--- src/rtl/counter_run_ctrl_if.sv ---
// Command channel for the run controller: valid/ready handshake carrying an op
// plus the run configuration that START latches.
interface counter_run_ctrl_if #(
    parameter int unsigned WIDTH = 4,
    parameter int unsigned DIV_W = 4
);
    logic             cmd_valid;
    logic             cmd_ready;
    logic [1:0]       cmd_op;
    logic [WIDTH-1:0] cmd_limit;
    logic [DIV_W-1:0] cmd_div;
    logic             cmd_reload;

    modport master (
        output cmd_valid,
        output cmd_op,
        output cmd_limit,
        output cmd_div,
        output cmd_reload,
        input  cmd_ready
    );

    modport slave (
        input  cmd_valid,
        input  cmd_op,
        input  cmd_limit,
        input  cmd_div,
        input  cmd_reload,
        output cmd_ready
    );
endinterface

--- src/rtl/counter_run_ctrl.sv ---
// Run controller for a WIDTH-bit up-counter: prescaled tick generation, terminal
// count detection, one-shot/auto-reload modes and start/stop/resume/clear commands.
module counter_run_ctrl #(
    parameter int unsigned WIDTH  = 4,
    parameter int unsigned DIV_W  = 4,
    parameter int unsigned WRAP_W = 8
) (
    input  logic              clk,
    input  logic              rst,
    counter_run_ctrl_if.slave cmd,
    output logic              cnt_en,
    output logic [WIDTH-1:0]  count,
    output logic              done,
    output logic              busy,
    output logic [1:0]        state,
    output logic [WRAP_W-1:0] wraps
);

    typedef enum logic [1:0] {
        ST_IDLE  = 2'b00,
        ST_RUN   = 2'b01,
        ST_PAUSE = 2'b10
    } state_t;

    typedef enum logic [1:0] {
        OP_START  = 2'b00,
        OP_STOP   = 2'b01,
        OP_RESUME = 2'b10,
        OP_CLEAR  = 2'b11
    } op_t;

    state_t           st;
    op_t              op;
    logic [DIV_W-1:0] p;
    logic [DIV_W-1:0] div_q;
    logic [WIDTH-1:0] limit_q;
    logic             reload_q;
    logic             accepted;
    logic             at_limit;

    // No backpressure: every command is taken outside reset.
    assign cmd.cmd_ready = !rst;
    assign accepted      = cmd.cmd_valid && !rst;
    assign op            = op_t'(cmd.cmd_op);

    // A coincident accepted command swallows the tick.
    assign cnt_en   = (st == ST_RUN) && (p == div_q) && !accepted;
    assign at_limit = (count == limit_q);

    assign busy  = (st != ST_IDLE);
    assign state = st;

    always_ff @(posedge clk) begin
        if (rst) begin
            st       <= ST_IDLE;
            count    <= '0;
            p        <= '0;
            limit_q  <= '0;
            div_q    <= '0;
            reload_q <= 1'b0;
            wraps    <= '0;
            done     <= 1'b0;
        end else begin
            done <= 1'b0;
            if (accepted) begin
                unique case (op)
                    OP_START: begin
                        limit_q  <= cmd.cmd_limit;
                        div_q    <= cmd.cmd_div;
                        reload_q <= cmd.cmd_reload;
                        count    <= '0;
                        p        <= '0;
                        wraps    <= '0;
                        st       <= ST_RUN;
                    end
                    OP_STOP: begin
                        if (st == ST_RUN) st <= ST_PAUSE;
                    end
                    OP_RESUME: begin
                        if (st == ST_PAUSE) st <= ST_RUN;
                    end
                    OP_CLEAR: begin
                        count <= '0;
                        p     <= '0;
                        wraps <= '0;
                        st    <= ST_IDLE;
                    end
                    default: ;
                endcase
            end else if (st == ST_RUN) begin
                if (cnt_en) begin
                    p <= '0;
                    if (!at_limit) begin
                        count <= count + WIDTH'(1);
                    end else begin
                        done <= 1'b1;
                        // Reload restarts the count; one-shot parks at the limit.
                        if (reload_q) begin
                            count <= '0;
                            if (wraps != {WRAP_W{1'b1}}) wraps <= wraps + WRAP_W'(1);
                        end else begin
                            st <= ST_IDLE;
                        end
                    end
                end else begin
                    p <= p + DIV_W'(1);
                end
            end
        end
    end

endmodule

--- src/flat_wrapper.sv ---
// flat-port wrapper written by rule: the top's interface ports become plain ports
module counter_run_ctrl_flat 
#(
    parameter int unsigned WIDTH  = 4,
    parameter int unsigned DIV_W  = 4,
    parameter int unsigned WRAP_W = 8
)
  (clk, rst, cnt_en, count, done, busy, state, wraps, cmd_cmd_valid, cmd_cmd_op, cmd_cmd_limit, cmd_cmd_div, cmd_cmd_reload, cmd_cmd_ready);
  counter_run_ctrl_if #(.WIDTH(WIDTH), .DIV_W(DIV_W)) cmd_i ();
  input  logic clk;
  input  logic rst;
  output logic cnt_en;
  output logic [WIDTH-1:0] count;
  output logic done;
  output logic busy;
  output logic [1:0] state;
  output logic [WRAP_W-1:0] wraps;
  input wire logic [$bits(cmd_i.cmd_valid)-1:0] cmd_cmd_valid;
  input wire logic [$bits(cmd_i.cmd_op)-1:0] cmd_cmd_op;
  input wire logic [$bits(cmd_i.cmd_limit)-1:0] cmd_cmd_limit;
  input wire logic [$bits(cmd_i.cmd_div)-1:0] cmd_cmd_div;
  input wire logic [$bits(cmd_i.cmd_reload)-1:0] cmd_cmd_reload;
  output wire logic [$bits(cmd_i.cmd_ready)-1:0] cmd_cmd_ready;
  assign cmd_i.cmd_valid = cmd_cmd_valid;
  assign cmd_i.cmd_op = cmd_cmd_op;
  assign cmd_i.cmd_limit = cmd_cmd_limit;
  assign cmd_i.cmd_div = cmd_cmd_div;
  assign cmd_i.cmd_reload = cmd_cmd_reload;
  assign cmd_cmd_ready = cmd_i.cmd_ready;
  counter_run_ctrl #(.WIDTH(WIDTH), .DIV_W(DIV_W), .WRAP_W(WRAP_W)) u_core (.clk(clk), .rst(rst), .cmd(cmd_i), .cnt_en(cnt_en), .count(count), .done(done), .busy(busy), .state(state), .wraps(wraps));
endmodule
--- config.mk ---
export PLATFORM = sky130hd
export DESIGN_NAME = counter_run_ctrl_flat
export DESIGN_NICKNAME = d
export VERILOG_FILES = /design/src/rtl/counter_run_ctrl_if.sv /design/src/rtl/counter_run_ctrl.sv /design/src/flat_wrapper.sv
export SDC_FILE = /design/constraint.sdc
export NUM_CORES = 1
export LEC_CHECK = 0
export CAP_MARGIN = 15
export CORE_ASPECT_RATIO = 1.1
export CORE_MARGIN = 3
export CORE_UTILIZATION = 45
export DETAILED_ROUTE_END_ITERATION = 6
export GPL_TIMING_DRIVEN = 1
export PLACE_DENSITY_LB_ADDON = 0.25
export REMOVE_ABC_BUFFERS = 1
export SKIP_LAST_GASP = 1
export SYNTH_ARGS = -nofsm -noshare
export SYNTH_HDL_FRONTEND = slang
export SYNTH_SLANG_ARGS = --single-unit
--- constraint.sdc ---
create_clock -name clk -period 1.65 [get_ports clk]
set_input_delay 0.2475 -clock clk [delete_from_list [all_inputs] [get_ports clk]]
set_output_delay 0.2475 -clock clk [all_outputs]
set_load 0.02 [all_outputs]
==> impl_summary.md, run 1 <==
Status
The final reports fail on negative setup slack. The flow ran to the end, but the final reports show violations.

Cells and area
Relative to the synthesized area, the layout overhead comes to 58.6%. 0 antenna diodes ended up in the layout. The number of nets in the layout is 272.

The final core utilization is 76.4%. The count of placed standard cells in the final layout, fillers left out is 284. The layout has 224 filler cells.

Cells with a size suffix above 1 make up 38.4% of the layout.

Worst setup path
The worst setup path category is reg2reg. STA classifies the critical path endpoint as a flop. At the worst endpoint, the required time is 1.93 ns.

The signal on the critical path passes through xor2_1 > nor3_4 > buf_6 > nand4_4 > buf_6 > or3_1 > a21oi_2. The critical path contains buffers and inverters numbering 2 combined. The worst setup path is launched from a flop. The beginning of the worst register-to-register path is u_core.p[1]. The cell seen most often among critical-path stages is sky130_fd_sc_hd__buf_6. In this run the worst path has a maximum fanout of 7. The cell family contributing the most delay on the critical path is simple AND/OR/NAND/NOR gates.

Among all stages on the critical path, the largest delay is contributed by sky130_fd_sc_hd__dfxtp_2. On the worst path, the slowest cell contributes a delay of 0.36 ns. The worst register-to-register path has a depth of 7. Data on the critical path arrives at its endpoint at 2.04 ns. In this run the critical register-to-register path is captured at u_core.wraps[0]. The reg-to-reg setup timing slack is -0.11 ns.

Timing
The minimum period implied by the final worst setup slack is 1.76 ns. The sum of negative setup slack is -0.557 ns. The worst clock skew is 0.00664 ns. Derived from the worst setup path, the maximum achievable clock frequency is 567 MHz. The final hold violation count is 0. The count of pins over their slew limit is 0. Dividing the final minimum period by the clock period gives 107%. Setup repair after global routing could not meet its margin everywhere.

Measured against its own limit, the worst slew margin works out to 78.7%. At the pin with the least slew margin, the transition time is 0.319 ns. The number of setup violations in the final report is 10. The setup slack of the critical path after layout is -0.113 ns.

Yosys
The leading register cell type out of synthesis is sky130_fd_sc_hd__dfxtp_1. The share of synthesized registers carrying an async set or reset is 0%. In this run the cell area of the synthesized design comes to 1490 sq um. The share of the synthesized area in the top cell type is 37.5%. The number of different library cells used by synthesis comes to 40. During synthesis, Yosys emitted a total of 0 warnings.

The synthesized instance count is 174. In this run the mean area of a mapped cell was 8.59 sq um. Counting flops and latches in the post-synthesis netlist gives 28. The cell taking the most area after synthesis is sky130_fd_sc_hd__dfxtp_1. Counting flops with a built-in enable in the synthesized netlist gives 0.

Of the synthesized area, sequential elements account for 37.5%. Ranked by total cell area, the synthesized netlist is headed by sky130_fd_sc_hd__dfxtp_1 (38%), sky130_fd_sc_hd__nand2_1 (7.3%), sky130_fd_sc_hd__nand3_1 (7.0%), sky130_fd_sc_hd__ha_1 (5.9%), sky130_fd_sc_hd__xnor2_1 (5.3%).

Pwr
The maximum vdd ir drop is 535 uV. The internal portion of the total power is 1050 uW. The switching power summed over all nets is 334 uW. Net switching is 24.2% of the power.

The cell leakage power is 0.00109 uW. The share of total power dissipated in the clock network is 33.3%. The sequential power share is 50.5%. Combinational logic is responsible for 16.2% of the overall power. In this run the power density over the cells is 582 nW/um^2.

Drt
Dividing the detail-routed via count by the number of cells gives 5.45. For this block, the routed nets add up to 4420 um of wire. The first routing iteration left 45 violations.

The overall via count from detail_route is 1547. The antenna violation net count after detailed routing is 0. After detailed routing, the average wire length per cell comes to 15.6 um. The number of DRC violations after detailed routing is 0. The number of detailed-routing iterations run before antenna repair is 4.

Global route
The first-pass GRT wire length is 7380 um. The pin count of the biggest net entering global routing is 17. Global routing finished with a remaining overflow of 0. The number of antenna violations at the first check in global routing is 0.

The number of global-route vias before repair was 1662. Across every metal layer, demand over resource in global routing totals 23.9%.

Clock tree
The number of hold buffers added after CTS was 0. Clock-pin slew was measured on the worst setup and hold paths at 0.16 ns. Counting every sink on the clock net gives 28. The root buffer cell chosen for the clock tree is sky130_fd_sc_hd__clkbuf_4.

The total number of H-tree levels is 1. TritonCTS built the clock tree. The worst-skew pair later-pin latency is 0.33 ns. Counting the buffers created by CTS gives 3.

In this run the deepest clock path goes through 2 buffers.

Min path
The worst hold path passes through 3 cells. The worst hold path terminates at u_core.div_q[2]. In this run the most critical hold path is launched from cmd_cmd_div[2].

The path class of the lowest-slack min-delay path is in2reg.

Floorplan
The floorplan has 21 rows. The horizontal die dimension is 60.9 um. The die height is 66.4 um. For this configuration, the core starts out at a cell density of 48.2%. The core region is 3100 sq um.

The full die area is 4050 sq um. Pin placement for this block handled 32 I/O pins.

Placed design
The count of placed standard cells including taps is 275. The final estimated routing congestion in global placement is 0.780. After legalization and detailed placement, the total HPWL measured 3120 um. Port buffering added 31 buffers.

Flow run
The tool flagged a number of max-cap violations equal to 0.
## how the worst max path moves through the flow
stage	to	slack [ns]	start	depth (start not counted)
2_1_floorplan	u_core.wraps[1]	-0.18	u_core.wraps[0]	6
3_3_place_gp	u_core.p[3]	-0.55	cmd_cmd_op[0]	8
3_5_place_dp	u_core.p[3]	-0.65	cmd_cmd_op[0]	8
4_1_cts	u_core.wraps[3]	-0.11	u_core.div_q[2]	7
5_1_grt	u_core.wraps[0]	-0.23	u_core.p[1]	7
6_report	u_core.wraps[0]	-0.11	u_core.p[1]	7
## kinds of logic after synthesis
logic type / synth area share (%)
buffers and inverters: 3.10
xor gates and xnor gates: 9.97
DFF: 37.5
adders and majority gates: 5.86
and+or+nand+nor: 33.1
muxes: 2.09
AOI/OAI and AO/OA: 8.38
## cells in the final DEF, fill, tap and decap left out, types with 3 or more instances in the layout
master	n
sky130_fd_sc_hd__dlygate4sd2_1	15
sky130_fd_sc_hd__nor2_1	9
sky130_fd_sc_hd__nand2_1	29
sky130_fd_sc_hd__dfxtp_1	22
sky130_fd_sc_hd__xor2_1	6
sky130_fd_sc_hd__a21oi_2	7
sky130_fd_sc_hd__buf_4	41
sky130_fd_sc_hd__clkdlybuf4s50_1	11
sky130_fd_sc_hd__ha_1	5
sky130_fd_sc_hd__clkbuf_4	3
sky130_fd_sc_hd__or3_4	5
sky130_fd_sc_hd__nand3_1	19
sky130_fd_sc_hd__buf_6	6
sky130_fd_sc_hd__xnor2_1	9
sky130_fd_sc_hd__dfxtp_2	6
## synth_stat cells (4+ instances only)
cell / instances
sky130_fd_sc_hd__or3_2: 5
sky130_fd_sc_hd__clkbuf_1: 4
sky130_fd_sc_hd__inv_1: 4
sky130_fd_sc_hd__dfxtp_1: 28
sky130_fd_sc_hd__nor2_1: 9
sky130_fd_sc_hd__o21ai_0: 4
sky130_fd_sc_hd__a21oi_1: 9
sky130_fd_sc_hd__nand3_1: 21
sky130_fd_sc_hd__nand2_1: 29
sky130_fd_sc_hd__xor2_1: 8
sky130_fd_sc_hd__xnor2_1: 9
sky130_fd_sc_hd__ha_1: 7
## state kept, by name (all words and copies together), names as in the netlist
register,count
u_core.count,4
u_core.done,1
u_core.reload_q,1
u_core.p,4
u_core.wraps,8
u_core.div_q,4
u_core.state,2
u_core.limit_q,4
## through the flow
step	hold WS (ns)	instance area, sq um	worst slack [ns]	total power (uW)
floorplan	0.317	1460	-0.177	793
global placement	0.457	2130	-0.552	903
detailed placement	0.466	2130	-0.654	910
CTS	0.426	2330	-0.106	1380
global route	0.408	2370	-0.225	1430
finish	0.430	2370	-0.113	1380
## power by group through the flow
stage	clock network [uW]	registers (uW)	logic, uW
after floorplan	0	712	80.9
after global placement	0	709	194
after detailed placement	0	710	201
after CTS	464	697	217
after global routing	493	698	240
final	460	696	224
## metal layers
layer  vias up  part of all wire, %  track usage (%)
li1        752                    -                -
met1       744                   41             28.0
met2        40                   54             42.9
met3        11                  4.1             4.88
met4         0                  1.5             6.23
met5         -                    0                0
## cell type report
class                      instances  area (sq um)  share of cell area, %
tap                               34          42.5                   1.80
multi-input combinational        136          1030                   43.4
sequential                        28           568                   24.0
clock inverter                     1          30.0                   1.27
timing repair buffer              78           663                   28.0
inverter                           4          15.0                  0.634
clock buffer                       3          22.5                  0.950
## tightest hold or removal path: cells and delay by family
kind,cells,cell delay (ns)
buffers and inverters,1,0.40
and+or+nand+nor,2,0.10
## repair_timing
action | in CTS | in global routing
setup endpoints to repair | 32 | 17
setup buffers | 5 | 2
pin swaps | 18 | 4
resized for setup | 62 | 11
No activity file was read; power rests on OpenSTA's default activity.
==> run 2: changes to the inputs <==
CORE_ASPECT_RATIO = 0.75   (was 1.1)
==> impl_summary.md, run 2 (same netlist as run 1, synthesis figures left out) <==
Status
Result of the run: complete, but fails checks (unchanged). Failing checks: negative setup slack (unchanged).

Floorplan
The full die area was 4050 sq um (about the same). The total core area is 3060 sq um (was 3100 sq um). The die height is 55.9 um (was 66.4 um). The initial cell density of the core is 48.8% (was 48.2%). The standard-cell row count is 17 (was 21). The number of primary I/O pins is 32 (unchanged). The horizontal die dimension is 72.5 um (was 60.9 um).

Cells and area
The final core utilization was 83.7% (was 76.4%). The number of diodes added for antenna fixing was 0 (unchanged). The share of cells above drive strength 1 is 42.5% (was 38.4%). Highest-count cells in the layout ignoring fill and taps: sky130_fd_sc_hd__buf_4 (51), sky130_fd_sc_hd__nand2_1 (28), sky130_fd_sc_hd__nand3_1 (20), sky130_fd_sc_hd__dfxtp_1 (20), sky130_fd_sc_hd__clkdlybuf4s50_1 (15) (was sky130_fd_sc_hd__buf_4 (41), sky130_fd_sc_hd__nand2_1 (29), sky130_fd_sc_hd__dfxtp_1 (22)). The area added between synthesis and finish is 71.5% (was 58.6%). The final design instance area without fill was 2560 sq um (was 2370 sq um).

The commonest non-fill, non-tap cell in the layout is sky130_fd_sc_hd__buf_4 (unchanged). The number of nets in the layout is 281 (was 272). The most flop-heavy register is u_core.wraps (unchanged). The count of placed standard cells in the final layout, fillers left out is 297 (was 284). The number of flip-flops under the largest register name is 8 (unchanged).

Flow run
The number of max-cap violations was 0 (unchanged).

Timing
The maximum clock frequency is 540 MHz (was 567 MHz). Setup repair after global routing missed its margin: true (unchanged). The setup slack of the critical path after layout was -0.202 ns (was -0.113 ns). The sum of negative setup slack is -0.963 ns (was -0.557 ns). The count of pins over their slew limit came to 0 (unchanged). The transition time at the pin with the least slew margin was 0.377 ns (was 0.319 ns). The number of setup violations in the final report is 12 (was 10). The max-slew headroom at the worst pin is 74.8% (was 78.7%).

The minimum period implied by the final worst setup slack is 1.85 ns (was 1.76 ns). The final hold violation count is 0 (unchanged). The worst clock skew is 0.00328 ns (was 0.00664 ns). The share of the clock period used by the worst path came to 112% (was 107%).

Global route
The number of global-route vias before repair came to 1711 (was 1662). The number of antenna violations at the first check in global routing is 0 (unchanged). The global-route usage over all layers is 24.4% (was 23.9%). The pin count of the biggest net entering global routing came to 17 (unchanged). The total overflow reported by the global router is 0 (unchanged). The first-pass GRT wire length is 7780 um (was 7380 um).

Placed design
The worst setup slack after placement came to -0.650 ns (was -0.654 ns). The final estimated routing congestion in global placement is 0.807 (was 0.780). The placed instance area is 2130 sq um (about the same). The number of input and output port buffers inserted is 31 (unchanged). The HPWL after detailed placement was 3130 um (was 3120 um). The count of placed standard cells including taps is 278 (was 275).

Pwr
The power density of the placed cells came to 596 nW/um^2 (was 582 nW/um^2). The cell leakage power is 0.00123 uW (was 0.00109 uW). The maximum vdd ir drop is 513 uV (was 535 uV).

Drt
The antenna violation net count after detailed routing is 0 (unchanged). The overall via count from detail_route came to 1735 (was 1547). The mean routed wirelength per cell is 19.3 um (was 15.6 um). The number of detailed-routing iterations run before antenna repair is 4 (unchanged).

The wire length after detailed routing is 5740 um (was 4420 um). The number of vias per cell is 5.84 (was 5.45). The number of DRC violations after detailed routing was 0 (unchanged). The detailed router's first-iteration violation count is 144 (was 45).

Worst setup path
The arrival time of data at the critical path endpoint came to 2.07 ns (was 2.04 ns). The critical path required time is 1.87 ns (was 1.93 ns). The highest fanout seen on the critical path is 5 (was 7). The kind of start point of the critical path was a flop (unchanged). The worst setup path category is reg2reg (unchanged).

The type of element capturing the critical path is a flop (unchanged).

Clock tree
The number of buffers between clock root and the deepest sink is 2 (unchanged). The total number of H-tree levels is 1 (unchanged). The worst-skew pair later-pin latency came to 0.28 ns (was 0.33 ns). The TritonCTS buffer count is 3 (unchanged).

The cts-stage hold buffer count is 0 (unchanged). The clock root buffer is sky130_fd_sc_hd__clkbuf_8 (was sky130_fd_sc_hd__clkbuf_4). The clock transition at the registers of the reported paths was 0.10 ns (was 0.16 ns). The total clock sinks is 28 (unchanged). The clock tree from TritonCTS is yes (unchanged).

Min path
The path class of the lowest-slack min-delay path is in2reg (unchanged).
[run 2: final cells by class]
type | count | area, sq um
inverters | 4 | 15.0
repair buffers | 86 | 756
well taps | 38 | 47.5
clock inverters | 1 | 30.0
multi-input cells | 137 | 1100
flip-flops and latches | 28 | 573
clock buffers | 3 | 41.3
fillers | 167 | 500
[run 2: what timing repair did]
| item | CTS | global route |
|---|---|---|
| setup endpoints to repair | 20 | 25 |
| buffers inserted | 5 | 9 |
| pin swaps | 15 | 19 |
| gates cloned | 1 | 0 |
| resized for setup | 37 | 42 |
[run 2: through the flow]
stage                     total power (uW)  hold slack (ns)
after global routing                  1560            0.437
after CTS                             1470            0.429
after global placement                 902            0.461
after floorplan                        793            0.317
after detailed placement               910            0.466
final                                 1530            0.437
[run 2: worst paths after layout]
check                      endpoint  cells past startpoint  slack [ns]              start
setup reg to reg    u_core.wraps[6]                      7       -0.20    u_core.div_q[1]
hold reg to reg   u_core.limit_q[3]                      2        0.49  u_core.limit_q[3]
setup / recovery    u_core.wraps[6]                      7       -0.20    u_core.div_q[1]
hold / removal      u_core.wraps[0]                      3        0.44                rst
[run 2: metal layers]
metal	part of all wire, %	vias up	wire length, um	GRT usage, %
met3	5.5	32	317	6.68
met2	50	81	2880	41.5
li1	-	773	-	-
met5	0	-	0	0
met4	6.0	0	344	11.1
met1	38	849	2200	28.0
[run 2: critical path: stages, from the launching register on]
cell                      delay, ns
sky130_fd_sc_hd__dfxtp_4       0.37
sky130_fd_sc_hd__xor2_2        0.19
sky130_fd_sc_hd__nor3_4        0.21
sky130_fd_sc_hd__buf_6         0.15
sky130_fd_sc_hd__nand4_4       0.13
sky130_fd_sc_hd__buf_4         0.18
sky130_fd_sc_hd__or3_4         0.38
sky130_fd_sc_hd__a21oi_2       0.17
[run 2: power breakdown]
part / switching [uW] / internal, uW / leakage [uW]
combinational: 134 / 134 / 0.000960
clock: 237 / 326 / 0.0000357
sequential: 11.3 / 686 / 0.000231
==> run 3: changes to the inputs <==
ABC_CLOCK_PERIOD_IN_PS = 1650   (was not set)
CELL_PAD_IN_SITES_DETAIL_PLACEMENT = 1   (was not set)
CELL_PAD_IN_SITES_GLOBAL_PLACEMENT = 1   (was not set)
CORE_UTILIZATION = 33   (was 45)
PLACE_DENSITY_LB_ADDON = 0.1   (was 0.25)
==> impl_summary.md, run 3 (same netlist as run 1, synthesis figures left out) <==
Drt
The number of vias per cell is 5.12 (was 5.84). The overall via count from detail_route is 1604 (was 1735). The number of DRC violations after detailed routing was 0 (unchanged).

The antenna violation net count after detailed routing is 0 (unchanged). The wire length after detailed routing is 5000 um (was 5740 um). The detailed router's first-iteration violation count was 53 (was 144). The number of detailed-routing iterations run before antenna repair came to 4 (unchanged). The mean routed wirelength per cell is 16.0 um (was 19.3 um).

Cells and area
The number of diodes added for antenna fixing came to 0 (unchanged). The number of nets in the layout is 280 (was 281). The commonest non-fill, non-tap cell in the layout is sky130_fd_sc_hd__buf_4 (unchanged). The most flop-heavy register is u_core.wraps (unchanged). The share of cells above drive strength 1 is 38.4% (was 42.5%). The number of flip-flops under the largest register name is 8 (unchanged). The area added between synthesis and finish is 69.3% (was 71.5%). Highest-count cells in the layout ignoring fill and taps: sky130_fd_sc_hd__buf_4 (46), sky130_fd_sc_hd__nand2_1 (28), sky130_fd_sc_hd__dfxtp_1 (24) (was sky130_fd_sc_hd__buf_4 (51), sky130_fd_sc_hd__nand2_1 (28), sky130_fd_sc_hd__nand3_1 (20), sky130_fd_sc_hd__dfxtp_1 (20), sky130_fd_sc_hd__clkdlybuf4s50_1 (15)).

Worst setup path
The arrival time of data at the critical path endpoint came to 1.97 ns (was 2.07 ns). The kind of start point of the critical path is a primary input (was flop). The cell seen most often among critical-path stages is sky130_fd_sc_hd__buf_6. The cell with the biggest individual delay on the critical path is sky130_fd_sc_hd__clkdlybuf4s50_1 (was sky130_fd_sc_hd__or3_4). The type of element capturing the critical path is a flop (unchanged). The maximum cell stage delay along the critical path was 0.52 ns (was 0.38 ns). The highest fanout seen on the critical path is 6 (was 5).

The worst setup path category was in2reg (was reg2reg). Critical path cell sequence: clkdlybuf4s50_1 > nor2b_4 > nor3_4 > buf_6 > nand4_4 > buf_6 > or3_4 > a21oi_2 (was xor2_2 > nor3_4 > buf_6 > nand4_4 > buf_4 > or3_4 > a21oi_2). The critical path required time is 1.87 ns (about the same).

Pwr
The power share of the clock group came to 30.9% (was 36.8%). The share of total power in combinational logic is 19.4% (was 17.6%). The maximum vdd ir drop is 305 uV (was 513 uV). The cell leakage power is 0.00122 uW (was 0.00123 uW). The power density of the placed cells is 552 nW/um^2 (was 596 nW/um^2). The switching power share of the total came to 25.3% (was 25.0%). The total power after layout is 1400 uW (was 1530 uW). The internal power summed over all cells is 1040 uW (was 1150 uW). The switching power summed over all nets was 353 uW (was 382 uW). The sequential power share is 49.8% (was 45.6%).

Timing
The share of the clock period used by the worst path was 106% (was 112%). The max-slew headroom at the worst pin is 78.3% (was 74.8%). The setup slack of the critical path after layout is -0.0962 ns (was -0.202 ns).

The count of pins over their slew limit was 0 (unchanged). The minimum period implied by the final worst setup slack is 1.75 ns (was 1.85 ns). The transition time at the pin with the least slew margin is 0.324 ns (was 0.377 ns). The maximum clock frequency came to 573 MHz (was 540 MHz). Setup repair after global routing missed its margin: true (unchanged). The final hold violation count is 0 (unchanged). The number of setup violations in the final report is 10 (was 12). The worst clock skew is 0.00841 ns (was 0.00328 ns).

Floorplan
The initial cell density of the core is 35.5% (was 48.8%). The full die area is 5380 sq um (was 4050 sq um). The die height is 64.3 um (was 55.9 um). The number of primary I/O pins is 32 (unchanged). The total core area is 4200 sq um (was 3060 sq um).

The horizontal die dimension is 83.7 um (was 72.5 um). The standard-cell row count was 20 (was 17).

Min path
The path class of the lowest-slack min-delay path is reg2reg (was in2reg).

Clock tree
The clock root buffer is sky130_fd_sc_hd__clkbuf_8 (unchanged). The cts-stage hold buffer count is 0 (unchanged). The number of buffers between clock root and the deepest sink came to 2 (unchanged). The worst-skew pair later-pin latency is 0.28 ns (about the same).

The total number of H-tree levels is 1 (unchanged). The total clock sinks is 28 (unchanged). The TritonCTS buffer count is 3 (unchanged). The clock transition at the registers of the reported paths is 0.10 ns (about the same). The clock tree from TritonCTS is yes (unchanged).

Global route
The most heavily used metal layer in global routing was met2 (unchanged). The met2 routing resource usage after global routing is 34.4% (was 41.5%). The number of global-route vias before repair is 1763 (was 1711). The global-route usage over all layers is 19.5% (was 24.4%). The total overflow reported by the global router is 0 (unchanged).

The global routing met3 resource utilization is 3.74% (was 6.68%). The number of antenna violations at the first check in global routing came to 0 (unchanged). The first-pass GRT wire length came to 8670 um (was 7780 um).

The pin count of the biggest net entering global routing is 16 (was 17). The met1 global-route usage is 25.2% (was 28.0%).

Flow run
The number of max-cap violations was 0 (unchanged).

Status
Failing checks: negative setup slack (unchanged). Result of the run: complete, but fails checks (unchanged).

Placed design
The number of input and output port buffers inserted is 31 (unchanged). The worst setup slack after placement is -0.630 ns (was -0.650 ns). The HPWL after detailed placement is 3650 um (was 3130 um). The final estimated routing congestion in global placement came to 0.820 (was 0.807).
run 3: final timing paths:
check                           slack (ns)  cells past startpoint              start                end
worst min register to register        0.48                      2  u_core.limit_q[2]  u_core.limit_q[2]
worst max register to register       -0.09                      7        u_core.p[1]    u_core.count[3]
worst min-delay path                  0.48                      2  u_core.limit_q[2]  u_core.limit_q[2]
worst max-delay path                  -0.1                      8                rst    u_core.wraps[7]
run 3: critical path: cells and delay by family:
| kind | cells | cell delay [ns] |
|---|---|---|
| AND/OR/NAND/NOR | 4 | 0.76 |
| AO/OA/AOI/OAI | 1 | 0.13 |
| buffers and inverters | 3 | 0.82 |
run 3: metrics by stage:
| step | util (%) | TNS, ns | hold WS, ns | cells | area [sq um] |
|---|---|---|---|---|---|
| 3_5_place_dp | 52.0 | -10.29 | 0.470 | 298 | 2180 |
| 2_1_floorplan | - | -1.24 | 0.317 | 168 | 1460 |
| 4_1_cts | 57.7 | -0.921 | 0.484 | 311 | 2420 |
| 5_1_grt | 60.2 | -2.12 | 0.514 | 313 | 2530 |
| 6_report | 60.2 | -0.553 | 0.479 | 313 | 2530 |
| 3_3_place_gp | 52.0 | -8.71 | 0.460 | 298 | 2180 |
run 3: area by class of cell:
class	instances	area, sq um
multi-input combinational	137	1050
timing repair buffer	85	772
tap	55	68.8
clock buffer	4	55.1
sequential	28	566
fill	494	1670
inverter	4	15.0
run 3: per-layer routing:
| metal | share of wire (%) | up-vias |
|---|---|---|
| met3 | 2.9 | 2 |
| met5 | 0 | - |
| met4 | 0.38 | 0 |
| li1 | - | 774 |
| met2 | 51 | 23 |
| met1 | 46 | 805 |
run 3: power groups by stage:
stage	sequential [uW]	combinational (uW)	clock, uW
floorplan	712	80.9	0
global placement	710	205	0
detailed placement	710	214	0
CTS	695	252	445
global route	697	291	477
finish	695	270	431
run 3: what timing repair did:
item                       CTS  global route
gates resized for setup     34            28
setup endpoints to repair   22            28
pin swaps                   12            10
buffers inserted             8             2
gates cloned                 1             0
